**src/rtl/mem_dump_pkg.sv**
```systemverilog
// Shared types and sizing helpers for the memory dump reader.
// Default data width and RAM depth used by the reader and its bench.
package mem_dump_pkg;

  localparam int DEF_DATA_W = 8;
  localparam int DEF_DEPTH  = 16;

  typedef enum logic [2:0] {IDLE, ISSUE, CAPTURE, HOLD, FIN} state_t;

  // Address width for a RAM of the given depth (at least 1 bit).
  function automatic int addr_w(input int depth);
    return (depth <= 1) ? 1 : $clog2(depth);
  endfunction

endpackage

```
**src/rtl/mem_dump_reader_if.sv**
```systemverilog
// RAM read port plus the {addr,data} valid/ready stream.
// master = reader side, slave = RAM/sink side.
interface mem_dump_reader_if #(
  parameter int DATA_W = 8,
  parameter int ADDR_W = 4
);
  logic              rd_en;
  logic [ADDR_W-1:0] rd_addr;
  logic [DATA_W-1:0] rd_data;
  logic              out_valid;
  logic              out_ready;
  logic [ADDR_W-1:0] out_addr;
  logic [DATA_W-1:0] out_data;

  modport master (
    output rd_en, rd_addr, out_valid, out_addr, out_data,
    input  rd_data, out_ready
  );

  modport slave (
    input  rd_en, rd_addr, out_valid, out_addr, out_data,
    output rd_data, out_ready
  );
endinterface

```
**src/rtl/mem_dump_out_reg.sv**
```systemverilog
// Valid/ready holding register for one streamed {addr,data} word.
// Flush (abort) wins over load, load wins over accept.
module mem_dump_out_reg #(
  parameter int DATA_W = 8,
  parameter int ADDR_W = 4
) (
  input  logic              clk,
  input  logic              reset_n,
  input  logic              load,
  input  logic              flush,
  input  logic              ready,
  input  logic [ADDR_W-1:0] load_addr,
  input  logic [DATA_W-1:0] load_data,
  output logic              valid,
  output logic [ADDR_W-1:0] addr,
  output logic [DATA_W-1:0] data
);

  // Hold the word stable until the sink accepts it.
  always_ff @(posedge clk or negedge reset_n) begin
    if (!reset_n) begin
      valid <= 1'b0;
      addr  <= '0;
      data  <= '0;
    end else if (flush) begin
      valid <= 1'b0;
    end else if (load) begin
      valid <= 1'b1;
      addr  <= load_addr;
      data  <= load_data;
    end else if (valid && ready) begin
      valid <= 1'b0;
    end
  end

endmodule

```
**src/rtl/mem_dump_reader.sv**
```systemverilog
// Walks RAM over a sync read port and streams each word as {addr,data}.
// One read outstanding at most: ISSUE -> CAPTURE -> HOLD per word.
// Optional: define MEM_DUMP_CHECKSUM_EN to add checksum/checksum_valid.
module mem_dump_reader
  import mem_dump_pkg::*;
#(
  parameter  int DATA_W = DEF_DATA_W,
  parameter  int DEPTH  = DEF_DEPTH,
  localparam int ADDR_W = addr_w(DEPTH)
) (
  input  logic              clk,
  input  logic              reset_n,
  input  logic              start,
  input  logic              abort,
  input  logic [ADDR_W:0]   start_addr,
  input  logic [ADDR_W:0]   end_addr,
  output logic              busy,
  output logic              done,
`ifdef MEM_DUMP_CHECKSUM_EN
  output logic [DATA_W-1:0] checksum,
  output logic              checksum_valid,
`endif
  mem_dump_reader_if.master bus
);

  localparam logic [ADDR_W:0] DEPTH_C = (ADDR_W+1)'(DEPTH);
  localparam logic [ADDR_W:0] ONE     = (ADDR_W+1)'(1);

  state_t            state_q, state_d;
  logic [ADDR_W:0]   cnt_q, bound_q;
  logic [ADDR_W:0]   end_clamped;
  logic              start_acc, accept, last, rd_en, load;
  logic              out_valid;
  logic [ADDR_W-1:0] out_addr;
  logic [DATA_W-1:0] out_data;

  // The bound is clamped once, when the dump is accepted, so the walk never
  // touches an address at or beyond DEPTH.
  assign end_clamped = (end_addr > DEPTH_C) ? DEPTH_C : end_addr;
  assign start_acc   = start && !abort && (state_q == IDLE);
  assign accept      = out_valid && bus.out_ready;
  assign last        = ((cnt_q + ONE) == bound_q);

  // State register.
  always_ff @(posedge clk or negedge reset_n) begin
    if (!reset_n) state_q <= IDLE;
    else          state_q <= state_d;
  end

  // Next state and per-state strobes; abort overrides everything.
  always_comb begin
    state_d = state_q;
    rd_en   = 1'b0;
    load    = 1'b0;
    unique case (state_q)
      IDLE:    if (start_acc) state_d = (start_addr >= end_clamped) ? FIN : ISSUE;
      ISSUE: begin
        rd_en   = 1'b1;
        state_d = CAPTURE;
      end
      CAPTURE: begin
        load    = 1'b1;
        state_d = HOLD;
      end
      HOLD:    if (accept) state_d = last ? FIN : ISSUE;
      FIN:     state_d = IDLE;
      default: state_d = IDLE;
    endcase
    if (abort) begin
      state_d = IDLE;
      load    = 1'b0;
    end
  end

  // Address counter and bound; counter is one bit wider than the RAM address.
  always_ff @(posedge clk or negedge reset_n) begin
    if (!reset_n) begin
      cnt_q   <= '0;
      bound_q <= '0;
    end else if (start_acc) begin
      cnt_q   <= start_addr;
      bound_q <= end_clamped;
    end else if ((state_q == HOLD) && accept && !abort && !last) begin
      cnt_q   <= cnt_q + ONE;
    end
  end

  mem_dump_out_reg #(.DATA_W(DATA_W), .ADDR_W(ADDR_W)) u_out (
    .clk       (clk),
    .reset_n   (reset_n),
    .load      (load),
    .flush     (abort),
    .ready     (bus.out_ready),
    .load_addr (cnt_q[ADDR_W-1:0]),
    .load_data (bus.rd_data),
    .valid     (out_valid),
    .addr      (out_addr),
    .data      (out_data)
  );

  assign bus.rd_en     = rd_en;
  assign bus.rd_addr   = rd_en ? cnt_q[ADDR_W-1:0] : '0;
  assign bus.out_valid = out_valid;
  assign bus.out_addr  = out_addr;
  assign bus.out_data  = out_data;
  assign busy          = (state_q != IDLE);
  assign done          = (state_q == FIN);

`ifdef MEM_DUMP_CHECKSUM_EN
  logic [DATA_W-1:0] cs_q;
  logic              cs_vld_q;

  // Running sum of accepted words; flagged valid on entry to FIN.
  always_ff @(posedge clk or negedge reset_n) begin
    if (!reset_n) begin
      cs_q     <= '0;
      cs_vld_q <= 1'b0;
    end else if (start_acc) begin
      cs_q     <= '0;
      cs_vld_q <= 1'b0;
    end else begin
      if ((state_q == HOLD) && accept && !abort) cs_q <= cs_q + out_data;
      if ((state_d == FIN) && (state_q != FIN))  cs_vld_q <= 1'b1;
    end
  end

  assign checksum       = cs_q;
  assign checksum_valid = cs_vld_q;
`endif

endmodule

```
**src/flat_wrapper.sv**
```systemverilog
// flat-port wrapper written by rule: the top's interface ports become plain ports
module mem_dump_reader_flat import mem_dump_pkg::*;
#(
  parameter  int DATA_W = DEF_DATA_W,
  parameter  int DEPTH  = DEF_DEPTH,
  localparam int ADDR_W = addr_w(DEPTH)
)
  (clk, reset_n, start, abort, start_addr, end_addr, busy, done, bus_rd_en, bus_rd_addr, bus_out_valid, bus_out_addr, bus_out_data, bus_rd_data, bus_out_ready);
  mem_dump_reader_if #(.DATA_W(DATA_W), .ADDR_W((addr_w(DEPTH)))) bus_i ();
  input  logic clk;
  input  logic reset_n;
  input  logic start;
  input  logic abort;
  input  logic [ADDR_W:0] start_addr;
  input  logic [ADDR_W:0] end_addr;
  output logic busy;
  output logic done;
  output wire logic [$bits(bus_i.rd_en)-1:0] bus_rd_en;
  output wire logic [$bits(bus_i.rd_addr)-1:0] bus_rd_addr;
  output wire logic [$bits(bus_i.out_valid)-1:0] bus_out_valid;
  output wire logic [$bits(bus_i.out_addr)-1:0] bus_out_addr;
  output wire logic [$bits(bus_i.out_data)-1:0] bus_out_data;
  input wire logic [$bits(bus_i.rd_data)-1:0] bus_rd_data;
  input wire logic [$bits(bus_i.out_ready)-1:0] bus_out_ready;
  assign bus_rd_en = bus_i.rd_en;
  assign bus_rd_addr = bus_i.rd_addr;
  assign bus_out_valid = bus_i.out_valid;
  assign bus_out_addr = bus_i.out_addr;
  assign bus_out_data = bus_i.out_data;
  assign bus_i.rd_data = bus_rd_data;
  assign bus_i.out_ready = bus_out_ready;
  mem_dump_reader #(.DATA_W(DATA_W), .DEPTH(DEPTH)) u_core (.clk(clk), .reset_n(reset_n), .start(start), .abort(abort), .start_addr(start_addr), .end_addr(end_addr), .busy(busy), .done(done), .bus(bus_i));
endmodule
```
**config.mk**
```make
export PLATFORM = sky130hd
export DESIGN_NAME = mem_dump_reader_flat
export DESIGN_NICKNAME = d
export VERILOG_FILES = /design/src/rtl/mem_dump_pkg.sv /design/src/rtl/mem_dump_reader_if.sv /design/src/rtl/mem_dump_out_reg.sv /design/src/rtl/mem_dump_reader.sv /design/src/flat_wrapper.sv
export SDC_FILE = /design/constraint.sdc
export NUM_CORES = 1
export LEC_CHECK = 0
export CAP_MARGIN = 15
export CORE_ASPECT_RATIO = 0.8
export CORE_UTILIZATION = 30
export DETAILED_ROUTE_END_ITERATION = 10
export PLACE_DENSITY = 0.61
export SKIP_LAST_GASP = 1
export SYNTH_ARGS = -nofsm -noshare
export SYNTH_HDL_FRONTEND = slang
export SYNTH_HIERARCHICAL = 1
export SYNTH_SLANG_ARGS = --single-unit
```
**constraint.sdc**
```tcl
create_clock -name clk -period 5.9 [get_ports clk]
set_input_delay 1.77 -clock clk [delete_from_list [all_inputs] [get_ports clk]]
set_output_delay 1.77 -clock clk [all_outputs]
set_load 0.02 [all_outputs]
```
==> results of run 1 <==
-- logic make-up after synthesis --
logic type               share of synthesized area, %
AND/OR/NAND/NOR                                  16.1
buffers and inverters                            3.55
XOR/XNOR                                         5.60
flip-flops                                       46.2
AO/OA/AOI/OAI                                    9.50
multiplexers                                     13.8
adder cells (fa/ha/maj)                          5.33
-- cell usage in the layout, fill, tap and decap left out, drive strengths merged, types with 2 or more instances in the layout --
master         count
clkdlybuf4s50     42
dfrtp             26
mux2              13
nand2             10
o21ai              8
nor2               7
xnor2              7
ha                 6
and2               5
clkbuf             4
a21oi              4
inv                3
a31oi              3
nand2b             3
nor2b              3
or3                2
nor3b              2
or3b               2
nand3              2
xor2               2
o31ai              2
or4                2
-- final timing paths --
path | start | endpoint | slack [ns]
worst max-delay path | u_core/state_q[2] | bus_rd_addr[2] | 2.05
worst min-delay path | u_core/bound_q[2] | u_core/bound_q[2] | 0.51
worst max register to register | u_core/cnt_q[0] | u_core/cnt_q[4] | 3.82
worst min register to register | u_core/bound_q[2] | u_core/bound_q[2] | 0.51
max in group asynchronous | reset_n | u_core/cnt_q[4] | 3.70
min in group asynchronous | reset_n | u_core/cnt_q[3] | 1.78
-- state kept, by name (all words and copies together) (netlist names) --
signal	flops
u_core/u_out/valid	1
u_core/cnt_q	5
u_core/u_out/data	8
u_core/u_out/addr	4
u_core/state_q	3
u_core/bound_q	5
-- power by group through the flow --
stage / clock network (uW) / logic, uW / registers, uW
6_report: 112 / 318 / 282
5_1_grt: 124 / 340 / 292
3_3_place_gp: 0 / 311 / 285
3_5_place_dp: 0 / 317 / 285
4_1_cts: 116 / 319 / 283
2_1_floorplan: 0 / 142 / 325
-- metal layers --
| layer | global-route usage [%] | vias to the layer above | wire (um) |
|---|---|---|---|
| met1 | 17.4 | 504 | 1440 |
| met4 | 1.39 | 0 | 12 |
| met3 | 4.64 | 2 | 182 |
| met5 | 0 | - | 0 |
| li1 | - | 526 | - |
| met2 | 20.9 | 30 | 1350 |
-- through the flow --
stage / hold slack, ns / util [%] / setup WS, ns
final: 0.509 / 44.8 / 2.05
after global routing: 0.531 / 44.8 / 1.97
after CTS: 0.516 / 44.2 / 2.01
after detailed placement: 0.495 / 42.9 / 2.02
after global placement: 0.493 / 42.9 / 2.08
after floorplan: 0.464 / - / 2.73
-- layout make-up --
cell class,instances,area share (%)
sequential,26,33.5
clock buffer,4,2.83
multi-input combinational,91,36.4
inverter,3,0.579
timing repair buffer,43,23.0
tap,57,3.67
-- worst max-delay path, delay by kind of cell (launching register included) --
| family | cells | cell delay, ns |
|---|---|---|
| AND/OR/NAND/NOR | 2 | 0.78 |
| flip-flops | 1 | 0.42 |
| buffers and inverters | 1 | 0.61 |
==> results.sh, run 1 <==
export IMPL_arrival_ns=2.08
export IMPL_grt_pass1_vias=1050
export IMPL_synth_edff_count=0
export IMPL_synth_top_cells_by_area="dfrtp_1 (46%), mux2_4 (11%), ha_1 (5.3%)"
export IMPL_routed_via_density=4.74
export IMPL_fin_crit_ns=3.85
export IMPL_crit_slowest_cell="clkdlybuf4s50_1"
export IMPL_synth_distinct_cells=35
export IMPL_num_io_pins=43
export IMPL_swShare_pct=33.3
export IMPL_ys_flop_type="dfrtp_1"
export IMPL_core_area_mm2=0.00434
export IMPL_crit_path_end_kind="primary output"
export IMPL_root_buffer="clkbuf_8"
export IMPL_drtPass1Iterations=5
export IMPL_dp_hpwl_um=2360
export IMPL_n_antenna_cell=0
export IMPL_synth_top_area_share_pct=46.2
export IMPL_crit_required_ns=4.13
export IMPL_syn2layout_area_growth_pct=38.0
export IMPL_cts_tree="yes"
export IMPL_initial_core_util_pct=32.5
export IMPL_finalWeightedCongestion=0.831
export IMPL_wl_um=2990
export IMPL_die_y_um=63.3
export IMPL_clkLatencyLatePin_ns=0.26
export IMPL_hold_viol_final=0
export IMPL_vias=1062
export IMPL_cpPeakStageDelay_ns=0.61
export IMPL_crit_chain="nor3b_1 > and2_2 > clkdlybuf4s50_1"
export IMPL_rows=21
export IMPL_dieArea_mm2=0.00498
export IMPL_yosysMostFrequentCell="dfrtp_1"
export IMPL_syn_cell_area_mm2=0.00141
export IMPL_grt_ovfl_total=0
export IMPL_worstPathMaxFanout=5
export IMPL_p_sw_uw=237
export IMPL_fmax_mhz=260
export IMPL_seqCellArea_um2=651
export IMPL_nFillCells=416
export IMPL_layout_drive_gt1_share_pct=12.0
export IMPL_reg2reg_depth=6
export IMPL_clock_power_share_pct=15.8
export IMPL_synth_area_leader_cell="dfrtp_1"
export IMPL_drcViolationCount=0
export IMPL_grt_first_pass_wirelength_um=5010
export IMPL_nNetsFinal=197
export IMPL_yosysSeqAreaShare_pct=46.2
export IMPL_clock_skew_final_ns=0.00174
export IMPL_cts_repair_resized=0
export IMPL_h_tree_depth=1
export IMPL_antenna_found_initial=0
export IMPL_hold_buffers=0
export IMPL_tightest_slew_ns=0.610
export IMPL_grt_total_usage_pct=13.0
export IMPL_ys_warn_count=6
export IMPL_routedWlPerCell_um=13.3
export IMPL_ir_drop_v=0.000185
export IMPL_placed_cells=219
export IMPL_outcome="finished clean"
export IMPL_power_frac_comb_pct=44.7
export IMPL_fin_tns_setup_ns=0
export IMPL_cts_sinks=26
export IMPL_finalCritPeriodShare_pct=65.2
export IMPL_ys_seq_elements=26
export IMPL_powerDensity_mw_per_mm2=366
export IMPL_synth_cells=124
export IMPL_drv_slew=0
export IMPL_p_leak_uw=0.000808
export IMPL_total_power_uw=712
export IMPL_postSynthAreaPerCell_um2=11.4
export IMPL_cts_setup_buffers=0
export IMPL_fp_dieW_um=78.6
export IMPL_portBuffers=42
export IMPL_postRouteAntennaNets=0
export IMPL_rsz0062_at_grt="false"
export IMPL_hp_class="flip-flop to flip-flop"
export IMPL_relSlewSlack_pct=59.2
export IMPL_cap_violations=0
export IMPL_hold_depth=2
export IMPL_clkSlewWorstSetupHoldPaths_ns=0.09
export IMPL_drt_iter0_drc=46
export IMPL_async_flop_share_pct=100
export IMPL_grt_max_degree=27
export IMPL_design_area_mm2=0.00194
export IMPL_cts_buffers=3
export IMPL_setup_viol=0
export IMPL_placed_area_mm2=0.00186
export IMPL_synthTopCellsByCount="dfrtp_1 (26), mux2_4 (10), nand2_1 (10), nor2_1 (7), xnor2_1 (7)"
export IMPL_stdcell_count=224
export IMPL_synth_fp_nets=153
export IMPL_cts_buffer_depth=2
export IMPL_path_class="flip-flop to primary output"
export IMPL_multiInputGateArea_um2=708
export IMPL_start_kind="flip-flop"
export IMPL_internal_power_uw=475
export IMPL_p_seq_share_pct=39.6
No activity file was read; power rests on OpenSTA's default activity.
==> run 2, diff against run 1 <==
--- a/config.mk
+++ b/config.mk
@@ -9,7 +9,7 @@
 export CORE_ASPECT_RATIO = 0.8
 export CORE_UTILIZATION = 30
 export DETAILED_ROUTE_END_ITERATION = 10
-export PLACE_DENSITY = 0.61
+export PLACE_DENSITY = 0.63
 export SKIP_LAST_GASP = 1
 export SYNTH_ARGS = -nofsm -noshare
 export SYNTH_HDL_FRONTEND = slang
==> constraint.sdc (replaced) <==
create_clock -name clk -period 3.3 [get_ports clk]
set_input_delay 0.99 -clock clk [delete_from_list [all_inputs] [get_ports clk]]
set_output_delay 0.99 -clock clk [all_outputs]
set_load 0.02 [all_outputs]
==> results.sh, run 2 (synthesis results as in run 1) <==
export IMPL_outcome="finished clean"
export IMPL_cap_violations=0
export IMPL_root_buffer="clkbuf_8"
export IMPL_p_leak_uw=0.000807
export IMPL_grt_first_pass_wirelength_um=5130
export IMPL_ir_drop_v=0.000274
export IMPL_crit_path_end_kind="primary output"
export IMPL_dp_hpwl_um=2430
export IMPL_gr_usage_met1_pct=18.4
export IMPL_routedWlPerCell_um=13.9
export IMPL_cpPeakStageDelay_ns=0.61
export IMPL_rsz0062_at_grt="false"
export IMPL_powerDensity_mw_per_mm2=689
export IMPL_fin_crit_ns=3.12
export IMPL_reg2reg_depth=6
export IMPL_rrSetupSlack_ns=1.19
export IMPL_die_y_um=63.3
export IMPL_cp_endpoint="bus_rd_addr[2]"
export IMPL_clkLatencyLatePin_ns=0.27
export IMPL_final_cell_mix="clkdlybuf4s50_1 (42), dfrtp_1 (26), nand2_1 (10), mux2_4 (10)"
export IMPL_dieArea_mm2=0.00498
export IMPL_grt_ovfl_total=0
export IMPL_nNetsFinal=197
export IMPL_grt_max_degree=27
export IMPL_setup_viol=0
export IMPL_layout_cells_most_common="clkdlybuf4s50_1"
export IMPL_crit_slowest_cell="nor3b_1"
export IMPL_drcViolationCount=0
export IMPL_path_class="flip-flop to primary output"
export IMPL_fin_tns_setup_ns=0
export IMPL_final_util_pct=44.8
export IMPL_largest_register_ff_count=8
export IMPL_r2r_start="u_core/cnt_q[0]"
export IMPL_grt_pass1_vias=1069
export IMPL_drt_iter0_drc=34
export IMPL_layout_drive_gt1_share_pct=12.0
export IMPL_core_area_mm2=0.00434
export IMPL_cts_buffers=3
export IMPL_drtPass1Iterations=4
export IMPL_relSlewSlack_pct=53.3
export IMPL_vias=1057
export IMPL_design_area_mm2=0.00194
export IMPL_met2_usage_pct=20.3
export IMPL_fp_dieW_um=78.6
export IMPL_routed_via_density=4.72
export IMPL_portBuffers=42
export IMPL_clkSlewWorstSetupHoldPaths_ns=0.09
export IMPL_h_tree_depth=1
export IMPL_clock_skew_final_ns=0.00414
export IMPL_num_io_pins=43
export IMPL_n_antenna_cell=0
export IMPL_hold_buffers=0
export IMPL_finalWeightedCongestion=0.805
export IMPL_placed_area_mm2=0.00187
export IMPL_syn2layout_area_growth_pct=37.7
export IMPL_hold_viol_final=0
export IMPL_busiest_layer="met2"
export IMPL_wl_um=3110
export IMPL_hp_class="flip-flop to flip-flop"
export IMPL_cts_buffer_depth=2
export IMPL_initial_core_util_pct=32.5
export IMPL_hold_depth=2
export IMPL_crit_start="u_core/state_q[2]"
export IMPL_start_kind="flip-flop"
export IMPL_rows=21
export IMPL_crit_chain="nor3b_1 > and2_2 > clkdlybuf4s50_1"
export IMPL_cts_setup_buffers=0
export IMPL_cts_sinks=26
export IMPL_postRouteAntennaNets=0
export IMPL_finalCritPeriodShare_pct=94.6
export IMPL_fmax_mhz=320
export IMPL_grt_total_usage_pct=13.4
export IMPL_drv_slew=0
export IMPL_arrival_ns=2.13
export IMPL_crit_required_ns=2.31
export IMPL_largest_register="u_core/u_out/data"
export IMPL_cts_repair_resized=0
export IMPL_hold_slack_ns=0.511
export IMPL_antenna_found_initial=0
export IMPL_nFillCells=406
export IMPL_worstPathMaxFanout=5
export IMPL_r2r_end="u_core/cnt_q[4]"
export IMPL_tightest_slew_ns=0.699
export IMPL_largest_registers="u_core/u_out/data (8), u_core/bound_q (5), u_core/cnt_q (5)"
export IMPL_gr_usage_met3_pct=4.35
export IMPL_cts_tree="yes"
run 2: cell types whose count changed in the layout (fill, tap and decap cells not counted):
cell       change
buf_16         -1
buf_4          +1
bufinv_16      +1
clkbuf_8       -1
run 2: metal layers:
metal | up-vias | wire length, um
li1 | 520 | -
met1 | 499 | 1560
met2 | 34 | 1360
met3 | 4 | 165
met4 | 0 | 27
met5 | - | 0
run 2: critical path: cells and delay by family (launching register included):
kind                   cells  cell delay (ns)
DFF                        1             0.41
buffers and inverters      1             0.60
and+or+nand+nor            2             0.86
run 2: worst min path at each step:
stage / endpoint / from
after CTS: u_core/state_q[1] / u_core/state_q[2]
after detailed placement: u_core/state_q[1] / u_core/state_q[2]
after global routing: u_core/u_out/addr[3] / u_core/u_out/addr[3]
after floorplan: u_core/state_q[1] / u_core/state_q[2]
after global placement: u_core/bound_q[2] / u_core/bound_q[2]
final: u_core/bound_q[2] / u_core/bound_q[2]
run 2: final cells by class:
class	count	area [um2]	area share, %
Clock buffer	3	41.3	2.13
Clock inverter	1	30.0	1.55
Inverter	3	11.3	0.580
Multi-Input combinational cell	91	708	36.5
Sequential cell	26	651	33.5
Tap cell	57	71.3	3.68
Timing Repair Buffer	43	428	22.1
run 2: where the power goes:
group          internal [uW]  switching (uW)  leakage (uW)  total [uW]
registers                423            85.1      0.000324         508
logic                    318             251      0.000447         568
clock network            162            99.1     0.0000357         261
total                    902             435      0.000807        1340
run 2: per-stage QoR:
| step | setup slack [ns] | instances | total power, uW |
|---|---|---|---|
| after floorplan | 0.912 | 124 | 834 |
| after global placement | 0.261 | 220 | 1070 |
| after detailed placement | 0.176 | 220 | 1080 |
| after CTS | 0.186 | 224 | 1350 |
| after global routing | 0.0416 | 224 | 1420 |
| final | 0.179 | 224 | 1340 |
